File: config.mk
export PLATFORM = sky130hd
export DESIGN_NAME = apb_master
export DESIGN_NICKNAME = d
export VERILOG_FILES = /design/src/rtl/uart_apb_pkg.sv /design/src/rtl/apb_wait_timer.sv /design/src/rtl/apb_master.sv
export SDC_FILE = /design/constraint.sdc
export NUM_CORES = 1
export LEC_CHECK = 0
export ABC_AREA = 1
export CAP_MARGIN = 10
export CORE_ASPECT_RATIO = 1.1
export CORE_MARGIN = 4
export CORE_UTILIZATION = 48
export CTS_CLUSTER_DIAMETER = 150
export CTS_CLUSTER_SIZE = 16
export DETAILED_ROUTE_END_ITERATION = 8
export GPL_TIMING_DRIVEN = 0
export HOLD_SLACK_MARGIN = 0.08
export PLACE_DENSITY_LB_ADDON = 0.25
export SLEW_MARGIN = 0
export SYNTH_ARGS = -nofsm -noshare
export SYNTH_HDL_FRONTEND = slang
export SYNTH_HIERARCHICAL = 1
export SYNTH_SLANG_ARGS = --single-unit
export TNS_END_PERCENT = 20
File: constraint.sdc
create_clock -name clk -period 2.3 [get_ports clk]
set_input_delay 0.345 -clock clk [delete_from_list [all_inputs] [get_ports clk]]
set_output_delay 0.345 -clock clk [all_outputs]
set_load 0.05 [all_outputs]
File: src/rtl/uart_apb_pkg.sv
// Shared types and constants for the UART register block's APB path.
package uart_apb_pkg;

  // Default bus widths for the UART register block.
  localparam int unsigned ApbAddrW = 8;
  localparam int unsigned ApbDataW = 8;

  // APB initiator transfer phases.
  typedef enum logic [1:0] {
    StIdle,
    StSetup,
    StAccess,
    StResp
  } apb_state_t;

  // UART register map.
  localparam logic [ApbAddrW-1:0] UartAddrBaud   = 8'h00;
  localparam logic [ApbAddrW-1:0] UartAddrTxData = 8'h01;
  localparam logic [ApbAddrW-1:0] UartAddrTxCtrl = 8'h02;
  localparam logic [ApbAddrW-1:0] UartAddrRxStat = 8'h04;
  localparam logic [ApbAddrW-1:0] UartAddrRxData = 8'h05;

endpackage

File: src/rtl/apb_wait_timer.sv
// Bounded-wait counter for the APB ACCESS phase. expired is high while the
// count equals TIMEOUT_CYCLES-1; a TIMEOUT_CYCLES of 0 never expires.
module apb_wait_timer #(
  parameter int unsigned TIMEOUT_CYCLES = 16,
  parameter int unsigned TMR_W          = 8
) (
  input  logic clk,
  input  logic rst,
  input  logic clear,
  input  logic enable,
  output logic expired
);

  localparam logic [TMR_W-1:0] Limit =
      (TIMEOUT_CYCLES == 0) ? '0 : TMR_W'(TIMEOUT_CYCLES - 1);

  logic [TMR_W-1:0] cnt_q;

  // Wait counter: clear wins over enable.
  always_ff @(posedge clk) begin
    if (rst) begin
      cnt_q <= '0;
    end else if (clear) begin
      cnt_q <= '0;
    end else if (enable) begin
      cnt_q <= cnt_q + TMR_W'(1);
    end
  end

  assign expired = (TIMEOUT_CYCLES != 0) && (cnt_q == Limit);

endmodule

File: src/rtl/apb_master.sv
// APB initiator: turns one command into a SETUP/ACCESS transfer and returns a
// one-cycle response carrying read data, slave error and timeout status.
module apb_master
  import uart_apb_pkg::*;
#(
  parameter int unsigned ADDR_W         = ApbAddrW,
  parameter int unsigned DATA_W         = ApbDataW,
  parameter int unsigned TIMEOUT_CYCLES = 16,
  parameter int unsigned TMR_W          = 8
) (
  input  logic              clk,
  input  logic              rst,
  input  logic              cmd_valid,
  output logic              cmd_ready,
  input  logic              cmd_write,
  input  logic [ADDR_W-1:0] cmd_addr,
  input  logic [DATA_W-1:0] cmd_wdata,
  output logic              rsp_valid,
  output logic [DATA_W-1:0] rsp_rdata,
  output logic              rsp_err,
  output logic              rsp_timeout,
  output logic              psel,
  output logic              penable,
  output logic              pwrite,
  output logic [ADDR_W-1:0] paddr,
  output logic [DATA_W-1:0] pwdata,
  input  logic [DATA_W-1:0] prdata,
  input  logic              pready,
  input  logic              pslverr
);

  apb_state_t        state_q, state_d;
  logic              psel_q, psel_d;
  logic              penable_q, penable_d;
  logic              pwrite_q, pwrite_d;
  logic [ADDR_W-1:0] paddr_q, paddr_d;
  logic [DATA_W-1:0] pwdata_q, pwdata_d;
  logic              rsp_valid_q, rsp_valid_d;
  logic [DATA_W-1:0] rsp_rdata_q, rsp_rdata_d;
  logic              rsp_err_q, rsp_err_d;
  logic              rsp_timeout_q, rsp_timeout_d;

  logic tmr_clear;
  logic tmr_en;
  logic tmr_expired;

  apb_wait_timer #(
    .TIMEOUT_CYCLES(TIMEOUT_CYCLES),
    .TMR_W         (TMR_W)
  ) u_wait_timer (
    .clk    (clk),
    .rst    (rst),
    .clear  (tmr_clear),
    .enable (tmr_en),
    .expired(tmr_expired)
  );

  // Next-state and registered-output logic for the transfer FSM.
  always_comb begin
    state_d       = state_q;
    psel_d        = psel_q;
    penable_d     = penable_q;
    pwrite_d      = pwrite_q;
    paddr_d       = paddr_q;
    pwdata_d      = pwdata_q;
    rsp_valid_d   = 1'b0;
    rsp_rdata_d   = rsp_rdata_q;
    rsp_err_d     = rsp_err_q;
    rsp_timeout_d = rsp_timeout_q;
    tmr_clear     = 1'b0;
    tmr_en        = 1'b0;

    unique case (state_q)
      StIdle: begin
        if (cmd_valid) begin
          pwrite_d  = cmd_write;
          paddr_d   = cmd_addr;
          // Reads leave pwdata at its last value; the slave ignores it.
          if (cmd_write) begin
            pwdata_d = cmd_wdata;
          end
          psel_d    = 1'b1;
          penable_d = 1'b0;
          tmr_clear = 1'b1;
          state_d   = StSetup;
        end
      end

      StSetup: begin
        penable_d = 1'b1;
        state_d   = StAccess;
      end

      StAccess: begin
        // pready is checked first so a late ready beats the timeout.
        if (pready) begin
          psel_d        = 1'b0;
          penable_d     = 1'b0;
          rsp_valid_d   = 1'b1;
          rsp_err_d     = pslverr;
          rsp_timeout_d = 1'b0;
          rsp_rdata_d   = (!pwrite_q && !pslverr) ? prdata : '0;
          state_d       = StResp;
        end else begin
          tmr_en = 1'b1;
          if (tmr_expired) begin
            psel_d        = 1'b0;
            penable_d     = 1'b0;
            rsp_valid_d   = 1'b1;
            rsp_err_d     = 1'b1;
            rsp_timeout_d = 1'b1;
            rsp_rdata_d   = '0;
            state_d       = StResp;
          end
        end
      end

      StResp: begin
        state_d = StIdle;
      end

      default: begin
        state_d = StIdle;
      end
    endcase
  end

  // State and output registers with synchronous reset.
  always_ff @(posedge clk) begin
    if (rst) begin
      state_q       <= StIdle;
      psel_q        <= 1'b0;
      penable_q     <= 1'b0;
      pwrite_q      <= 1'b0;
      paddr_q       <= '0;
      pwdata_q      <= '0;
      rsp_valid_q   <= 1'b0;
      rsp_rdata_q   <= '0;
      rsp_err_q     <= 1'b0;
      rsp_timeout_q <= 1'b0;
    end else begin
      state_q       <= state_d;
      psel_q        <= psel_d;
      penable_q     <= penable_d;
      pwrite_q      <= pwrite_d;
      paddr_q       <= paddr_d;
      pwdata_q      <= pwdata_d;
      rsp_valid_q   <= rsp_valid_d;
      rsp_rdata_q   <= rsp_rdata_d;
      rsp_err_q     <= rsp_err_d;
      rsp_timeout_q <= rsp_timeout_d;
    end
  end

  assign cmd_ready   = (state_q == StIdle);
  assign psel        = psel_q;
  assign penable     = penable_q;
  assign pwrite      = pwrite_q;
  assign paddr       = paddr_q;
  assign pwdata      = pwdata_q;
  assign rsp_valid   = rsp_valid_q;
  assign rsp_rdata   = rsp_rdata_q;
  assign rsp_err     = rsp_err_q;
  assign rsp_timeout = rsp_timeout_q;

endmodule

Word-level counts from Yosys, hierarchy flattened

Index checks and enable logic that the tools add are counted.

Latch bits: 0
Memories: 0
Bits of input ports: 30
Output and inout bits: 31
Logic and storage cells: 56
Bits in read-only memories: 0
Memory bits (writable): 0
Bits in registers: 40

Eq/ne operators: 6
Divide/modulo/power cells: 0
Reductions and logical operators: 15
$mul: 0
Shifts and indexed selects: 0
Add/sub/neg operators: 1
Muxes and demuxes: 22
Order comparisons: 0
Bitwise operators: 1

Operators by type and width:

| kind                  | count |
|---|---|
| $mux W8               | 3 |
| $mux W1               | 13 |
| $reduce_and A3 Y1     | 3 |
| $add A8 B1 Y8 const B | 1 |
| $eq A8 B4 Y1 const B  | 1 |
| $pmux W2 S4           | 1 |
| $mux W2               | 3 |
| $reduce_and A2 Y1     | 3 |
| $eq A2 B2 Y1 const B  | 2 |
| $reduce_bool A2 Y1    | 2 |
| $reduce_or A2 Y1      | 2 |
| $ne A3 B3 Y1 const B  | 1 |
| $pmux W1 S3           | 1 |
| $reduce_bool A3 Y1    | 1 |
| $eq A2 B1 Y1 const B  | 1 |
| $logic_not A1 Y1      | 2 |
| $logic_not A2 Y1      | 1 |
| $ne A2 B2 Y1 const B  | 1 |
| $pmux W1 S2           | 1 |
| $logic_and A1 B1 Y1   | 1 |
| $not A1 Y1            | 1 |

Longest topological paths before layout

Gate-level depths: netlist of the first run.

Depth in word-level cells: 4
Depth in mapped cells: 9
Mapped depth without buffers: 9

By module

Netlist of the first run, hierarchy kept.

Modules (own cells, without submodules):

| module         | times used | sequential area each (sq um) | area an instance (sq um) | cells each |
|---|---|---|---|---|
| apb_master     | 1          | 640.6                        | 1347.5                   | 160 |
| apb_wait_timer | 1          | 160.2                        | 376.6                    | 55 |

Worst setup path after synthesis of the first run

Ideal clock, no wire load.

Kind: register to register
From: register state_q[0]
To: register u_wait_timer.cnt_q[6]
Slack: 762 ps
Arrival time: 1425 ps
Data required time: 2187 ps
Clock period less this slack: 1538 ps
Library setup time: 113 ps
Stages on the path, launching flop included: 10
Path through: dfxtp_1 > inv_1 > ha_1 > inv_2 > nor2_1 > nand3_1 > nor2_1 > nand2_1 > nand2_1 > nor2_1

Elaborated cells on any way between the ends: 5
Those cells by class: eq/ne (1); mux (2); reduce/logical (2)

RTL lines:

| what                   | RTL line             | RTL |
|---|---|---|
| start, declared        | apb_master.sv:32     | `apb_state_t state_q, state_d;` |
| start signal, assigned | apb_master.sv:131    | `state_q <= StIdle;` |
| start signal, assigned | apb_master.sv:142    | `state_q <= state_d;` |
| $eq A2 B2 Y1           | apb_master.sv:73     | `unique case (state_q)` |
| $mux W1                | apb_master.sv:73     |  |
| via tmr_en             | apb_master.sv:44     | `logic tmr_en;` |
| end signal, assigned   | apb_wait_timer.sv:26 | `cnt_q <= cnt_q + TMR_W'(1);` |
| end, declared          | apb_wait_timer.sv:17 | `logic [TMR_W-1:0] cnt_q;` |

The timed path passes the listed nets, and every way through them passes these cells.
A chain may end at the register's enable or synchronous reset.

Worst setup path in the final report of the first run

From: register state_q[0]
To: output port cmd_ready

Longest elaborated chain between the ends: 1

Ends and longest elaborated chain:

| what             | RTL line          | RTL |
|---|---|---|
| $logic_not A2 Y1 | apb_master.sv:155 | `assign cmd_ready = (state_q == StIdle);` |
| end, declared    | apb_master.sv:14  | `output logic cmd_ready,` |

No other way between the ends.

==> qor.csv, run 1 <==
stage,metric,value,unit
status,status,completed,
timing,worst-margin pin slew,515,ps
run,max_cap viols,0,
power,PD cells,964,nW/µm²
synthesis,"FFs w/ async S/R, synth",0,%
global_route,pin count of the biggest net entering global routing,13,
worst_hold_path,hold-critical path endpoint,pwdata[6],
synthesis,Cell variety after synth,26,
cts,CTS max path bufs,2,
power,Worst VDD drop,0.638,mV
floorplan,Site Rows,22,
timing,Clock Skew,14.2,ps
layout,ant diodes,0,
global_route,global route overflow,0,
synthesis,Mapped Nets,251,
routing,vias per inst,4.73,
synthesis,Mapped Cells,215,
cts,post-CTS sizing,0,
timing,Tcrit/Tclk final,93.7,%
floorplan,Die Width,65.1,µm
worst_hold_path,hold path depth,3,
layout,design area,2440,µm²
routing,Detail Route met3 WL,316,µm
timing,Final Hold Viols,0,
setup_path,WP buf/inv,2,
setup_path,CP Class,reg2out,
place,Detailed Place HPWL,2750,µm
synthesis,"Cell Area, Synth",1720,µm²
global_route,global-route total usage across every layer,16.2,%
cts,Post-CTS Setup Inserts,0,
synthesis,Synth area leader,dfxtp_1,
floorplan,core area,3390,µm²
cts,cts hold-fix bufs,0,
floorplan,die height,70.9,µm
setup_path,R2R cell count,9,
synthesis,share of Yosys cell area claimed by the top area cell type,46.4,%
cts,Clock Pin Slew Worst Setup and Hold Paths,120,ps
setup_path,worst-path cell chain,inv_1 > ha_1 > clkdlybuf4s50_1,
setup_path,Crit path required time,1960,ps
timing,RSZ-0062 raised after global routing,false,
floorplan,Initial Util,50.9,%
global_route,global-route wire length before repair,6000,µm
routing,M1 WL,1520,µm
setup_path,Critical Path Sink Type,output pin,
routing,final wirelength,3610,µm
global_route,initial antenna violation count,0,
synthesis,"Seq/Total Area, Yosys",46.4,%
place,gpl congestion,0.752,
synthesis,number of synthesized register bits,40,
layout,Post-layout nets,317,
setup_path,crit path launch type,flop,
synthesis,most numerous cell in the Yosys netlist,dfxtp_1,
routing,DRT Pass-1 Iters,4,
timing,Max Clk Rate,464,MHz
routing,max layer used,met4,
synthesis,"Primary FF master, synth",dfxtp_1,
setup_path,FF-to-FF End,u_wait_timer/cnt_q[6],
setup_path,Worst R2R Start,state_q[0],
synthesis,ranking of synthesized cells by area,"dfxtp_1, nand2_1, nand3_1",
setup_path,critical path's slowest cell,clkdlybuf4s50_1,
setup_path,CP max stage delay,810,ps
place,placed inst area,2370,µm²
synthesis,Syn. warnings,6,
synthesis,Mapped Avg Cell Area,8.02,µm²
floorplan,Boundary Pins,61,
synthesis,Post-synth top cells,"dfxtp_1, nand2_1, nor2_1, nand3_1",
cts,Clock Sinks,40,
timing,fin crit period,2160,ps
place,IO buf count,59,
global_route,vias in the first global route,1440,
timing,Sum Neg Setup Slack,0,ps
timing,setup violators final,0,
worst_hold_path,hold crit path type,in2reg,
cts,later-pin clock latency in the skew report,340,ps
power,Leak Pwr,0.959,nW
timing,final max-slew violation count,0,
routing,ANT nets after route,0,
cts,CTS Buf Count,5,
cts,TritonCTS clock tree,done,
routing,Via Count,1560,
routing,DR WL/cell,10.9,µm
layout,Layout area overhead,41.4,%
synthesis,number of flops mapped to enable cells by yosys,0,
setup_path,WP data arrival,1810,ps
cts,root buf cell,clkbuf_4,
setup_path,Worst R2R Setup Slack,530,ps
floorplan,die area,4620,µm²
worst_hold_path,min-delay src,cmd_write,
routing,# DRC,0,
layout,fill cell count,280,
cts,H-tree depth,2,
layout,share of cells above drive strength 1,10.6,%
setup_path,"Max FO, Critical Path",4,
timing,Slew HR,65.5,%
routing,met2 WL,1730,µm
routing,DR iter-0 viols,91,
setup_path,cell family with most CP delay,buffers and inverters,
## worst max-delay path by stage
stage	slack, ps	startpoint	cells after the start	endpoint
after CTS	120	state_q[0]	3	cmd_ready
final	140	state_q[0]	3	cmd_ready
after floorplan	760	state_q[0]	9	u_wait_timer/cnt_q[6]
after global placement	430	pready	7	u_wait_timer/cnt_q[6]
after detailed placement	420	pready	7	u_wait_timer/cnt_q[6]
after global routing	70	state_q[0]	3	cmd_ready
## cell families (layout without fill, tap and decap cells)
| family | Yosys count | after routing | synth area share, % |
|---|---|---|---|
| buf+inv | 25 | 92 | 7.33 |
| compound gates | 39 | 39 | 12.0 |
| simple gates | 105 | 105 | 29.9 |
| flops | 40 | 40 | 46.4 |
| fa+ha+maj | 6 | 6 | 4.35 |
## flip-flops by register name, summed over array words and instances, names as in the netlist
signal / count
penable: 1
rsp_err: 1
rsp_timeout: 1
psel: 1
paddr: 8
pwrite: 1
u_wait_timer/cnt_q: 8
pwdata: 8
rsp_rdata: 8
state_q: 2
rsp_valid: 1
## routing by layer
layer	up-vias	track usage, %
met1	683	17.3
met5	-	0
li1	833	-
met3	4	8.10
met4	0	4.15
met2	40	28.4
## area by class of cell
cell class              instances  area [µm²]  area share (%)
plain buffers                   6        50.0            2.05
clock buffers                   7        55.1            2.26
clock inverters                 1        7.51           0.308
inverters                      19        76.3            3.13
multi-input cells             150         797            32.7
flip-flops and latches         40         801            32.9
well taps                      48        60.1            2.46
repair buffers                 59         591            24.2
## cells in the final DEF (no fill, tap or decap), drive strengths merged
master         instances
clkinvlp               1
buf                    4
o21ai                 21
clkdlybuf4s50         59
nor2                  35
nand4                  1
nand2                 42
nor4                   1
dfxtp                 40
inv                   19
ha                     6
clkbuf                 9
nand3                 26
a21oi                 18
## worst reg2reg max path, stage by stage (launching register included)
cell and delay [ps]:
dfxtp_1 350, inv_1 120, ha_1 260, inv_2 100, nor2_1 300, nand3_1 190
nor2_1 180, nand2_1 80, nand2_1 70, nor2_1 40
## per-stage QoR
step	setup slack [ps]	hold WS (ps)	power (mW)	instances	util [%]
final	145	269	2.35	330	72.0
after global routing	67.5	253	2.49	330	72.0
after CTS	121	256	2.38	330	72.0
after detailed placement	420	454	2.00	322	70.1
after global placement	427	436	1.99	322	70.1
after floorplan	762	443	1.67	215	-
## report_power, final
group / internal (mW) / leakage (nW) / switching [mW] / total, mW
logic: 0.393 / 0.601 / 0.717 / 1.11
clock network: 0.150 / 0.0315 / 0.223 / 0.373
registers: 0.802 / 0.326 / 0.0643 / 0.866
total: 1.34 / 0.959 / 1.00 / 2.35
Note: power is estimated with default switching activity, not from simulation.
==> inputs of run 2 (changes only) <==
CORE_ASPECT_RATIO = unset   (was 1.1)
HOLD_SLACK_MARGIN = 0.03   (was 0.08)
==> run 2 against run 1 <==
Non-clock buffer count unchanged. Critical path depth unchanged. Largest power group unchanged. Die area about the same. Via count down 0.19%. Final cell count down 0.61%. Global-route usage up 0.072 points. Utilization up 0.25 points. Setup slack better by 14 ps. First-iteration DRC count up 3.3%. Sequential share of layout area down 0.15 points.
==> qor.csv, run 2 (synthesis gave the netlist of run 1 again) <==
stage,metric,value,unit
cts,TritonCTS clock tree,done,
setup_path,CP max stage delay,810,ps
power,PD cells,989,nW/µm²
routing,vias per inst,4.75,
setup_path,Crit path required time,1960,ps
layout,design area,2450,µm²
global_route,met2 Use GR,27.1,%
routing,final wirelength,3530,µm
cts,root buf cell,clkbuf_4,
routing,ANT nets after route,0,
place,DP Cell Count,320,
layout,"non-filler cells, final",328,
run,max_cap viols,0,
cts,cts hold-fix bufs,0,
timing,RSZ-0062 raised after global routing,false,
layout,Post-layout nets,317,
global_route,pin count of the biggest net entering global routing,13,
global_route,global-route total usage across every layer,16.3,%
power,Leak Pwr,0.970,nW
routing,DR iter-0 viols,94,
layout,fill cell count,268,
setup_path,crit path launch type,flop,
cts,H-tree depth,2,
floorplan,Die Width,67.9,µm
place,gpl congestion,0.775,
global_route,met1 usage,17.1,%
layout,"commonest cells after routing, fill and taps aside","clkdlybuf4s50_1, dfxtp_1, nand2_1",
place,Detailed Place HPWL,2680,µm
timing,final max-slew violation count,0,
timing,Max Clk Rate,467,MHz
cts,post-CTS sizing,0,
global_route,gr busiest metal,met2,
timing,Tcrit/Tclk final,93.1,%
timing,Clock Skew,12.0,ps
cts,later-pin clock latency in the skew report,340,ps
global_route,met3 Use GR,8.70,%
global_route,global route overflow,0,
cts,Post-CTS Setup Inserts,0,
layout,share of cells above drive strength 1,10.6,%
routing,DRT Pass-1 Iters,4,
place,IO buf count,59,
timing,worst-margin pin slew,521,ps
setup_path,critical path's slowest cell,clkdlybuf4s50_1,
setup_path,"Max FO, Critical Path",4,
setup_path,cell family with most CP delay,buffers and inverters,
floorplan,Initial Util,50.9,%
layout,Layout area overhead,42.0,%
status,status,completed,
setup_path,R2R cell count,9,
floorplan,Site Rows,21,
floorplan,die area,4620,µm²
worst_hold_path,hold path depth,3,
global_route,vias in the first global route,1326,
place,placed inst area,2370,µm²
routing,DR WL/cell,10.8,µm
setup_path,Critical Path Sink Type,output pin,
cts,CTS max path bufs,2,
routing,# DRC,0,
setup_path,worst-path cell chain,inv_1 > ha_1 > clkdlybuf4s50_1,
timing,Slew HR,65.1,%
cts,CTS Buf Count,5,
timing,fin crit period,2140,ps
timing,setup violators final,0,
timing,Sum Neg Setup Slack,0,ps
worst_hold_path,hold crit path type,in2reg,
setup_path,WP buf/inv,2,
floorplan,core area,3390,µm²
cts,Clock Sinks,40,
setup_path,Worst path depth,3,
setup_path,WP data arrival,1800,ps
setup_path,CP Class,reg2out,
floorplan,Boundary Pins,61,
timing,Final Hold Viols,0,
power,Worst VDD drop,0.802,mV
layout,ant diodes,0,
global_route,global-route wire length before repair,5610,µm
floorplan,die height,67.9,µm
layout,"commonest non-fill, non-tap cell in the layout",clkdlybuf4s50_1,
global_route,initial antenna violation count,0,
cts,Clock Pin Slew Worst Setup and Hold Paths,110,ps
routing,Via Count,1557,
run 2: cell count changes in the layout (fill, tap and decap cells not counted), sizes merged:
cell,change
clkbuf,-1
bufinv,+1
clkinvlp,-1
clkinv,+1
run 2: final timing paths:
check,startpoint,to,slack [ps]
worst min register to register,psel,psel,450
worst max-delay path,state_q[0],cmd_ready,160
worst max register to register,state_q[0],u_wait_timer/cnt_q[6],540
worst min-delay path,cmd_write,pwdata[6],270
run 2: area by class of cell:
| cell class | count | area, µm² | share of cell area [%] |
|---|---|---|---|
| Inverter | 19 | 76.3 | 3.12 |
| Multi-Input combinational cell | 150 | 797 | 32.5 |
| Tap cell | 46 | 57.6 | 2.35 |
| Clock inverter | 2 | 35.0 | 1.43 |
| Clock buffer | 6 | 41.3 | 1.69 |
| Timing Repair Buffer | 59 | 591 | 24.1 |
| Sequential cell | 40 | 801 | 32.7 |
| Buffer | 6 | 50.0 | 2.04 |
run 2: per-stage QoR:
step           hold slack [ps]  power [mW]  util (%)  worst slack, ps
4_1_cts                    248        2.45      72.2              129
2_1_floorplan              443        1.67         -              762
5_1_grt                    250        2.57      72.2             73.2
6_report                   271        2.42      72.2              159
3_5_place_dp               442        2.00      70.0              436
3_3_place_gp               434        1.98      70.0              425
run 2: where the power goes:
part	internal (mW)	total [mW]	switching (mW)
clock	0.228	0.445	0.217
sequential	0.801	0.862	0.0609
combinational	0.393	1.11	0.722
total	1.42	2.42	1.00
run 2: worst reg2reg max path, stage by stage (launching register included):
cell	delay, ps
dfxtp_1	340
inv_1	120
ha_1	260
inv_2	100
nor2_1	320
nand3_1	190
nor2_1	180
nand2_1	60
nand2_1	50
nor2_1	30
run 2: routing by layer:
metal	vias up	wire length [µm]
li1	830	-
met1	686	1440
met2	37	1680
met3	4	350
met4	0	59
met5	-	0
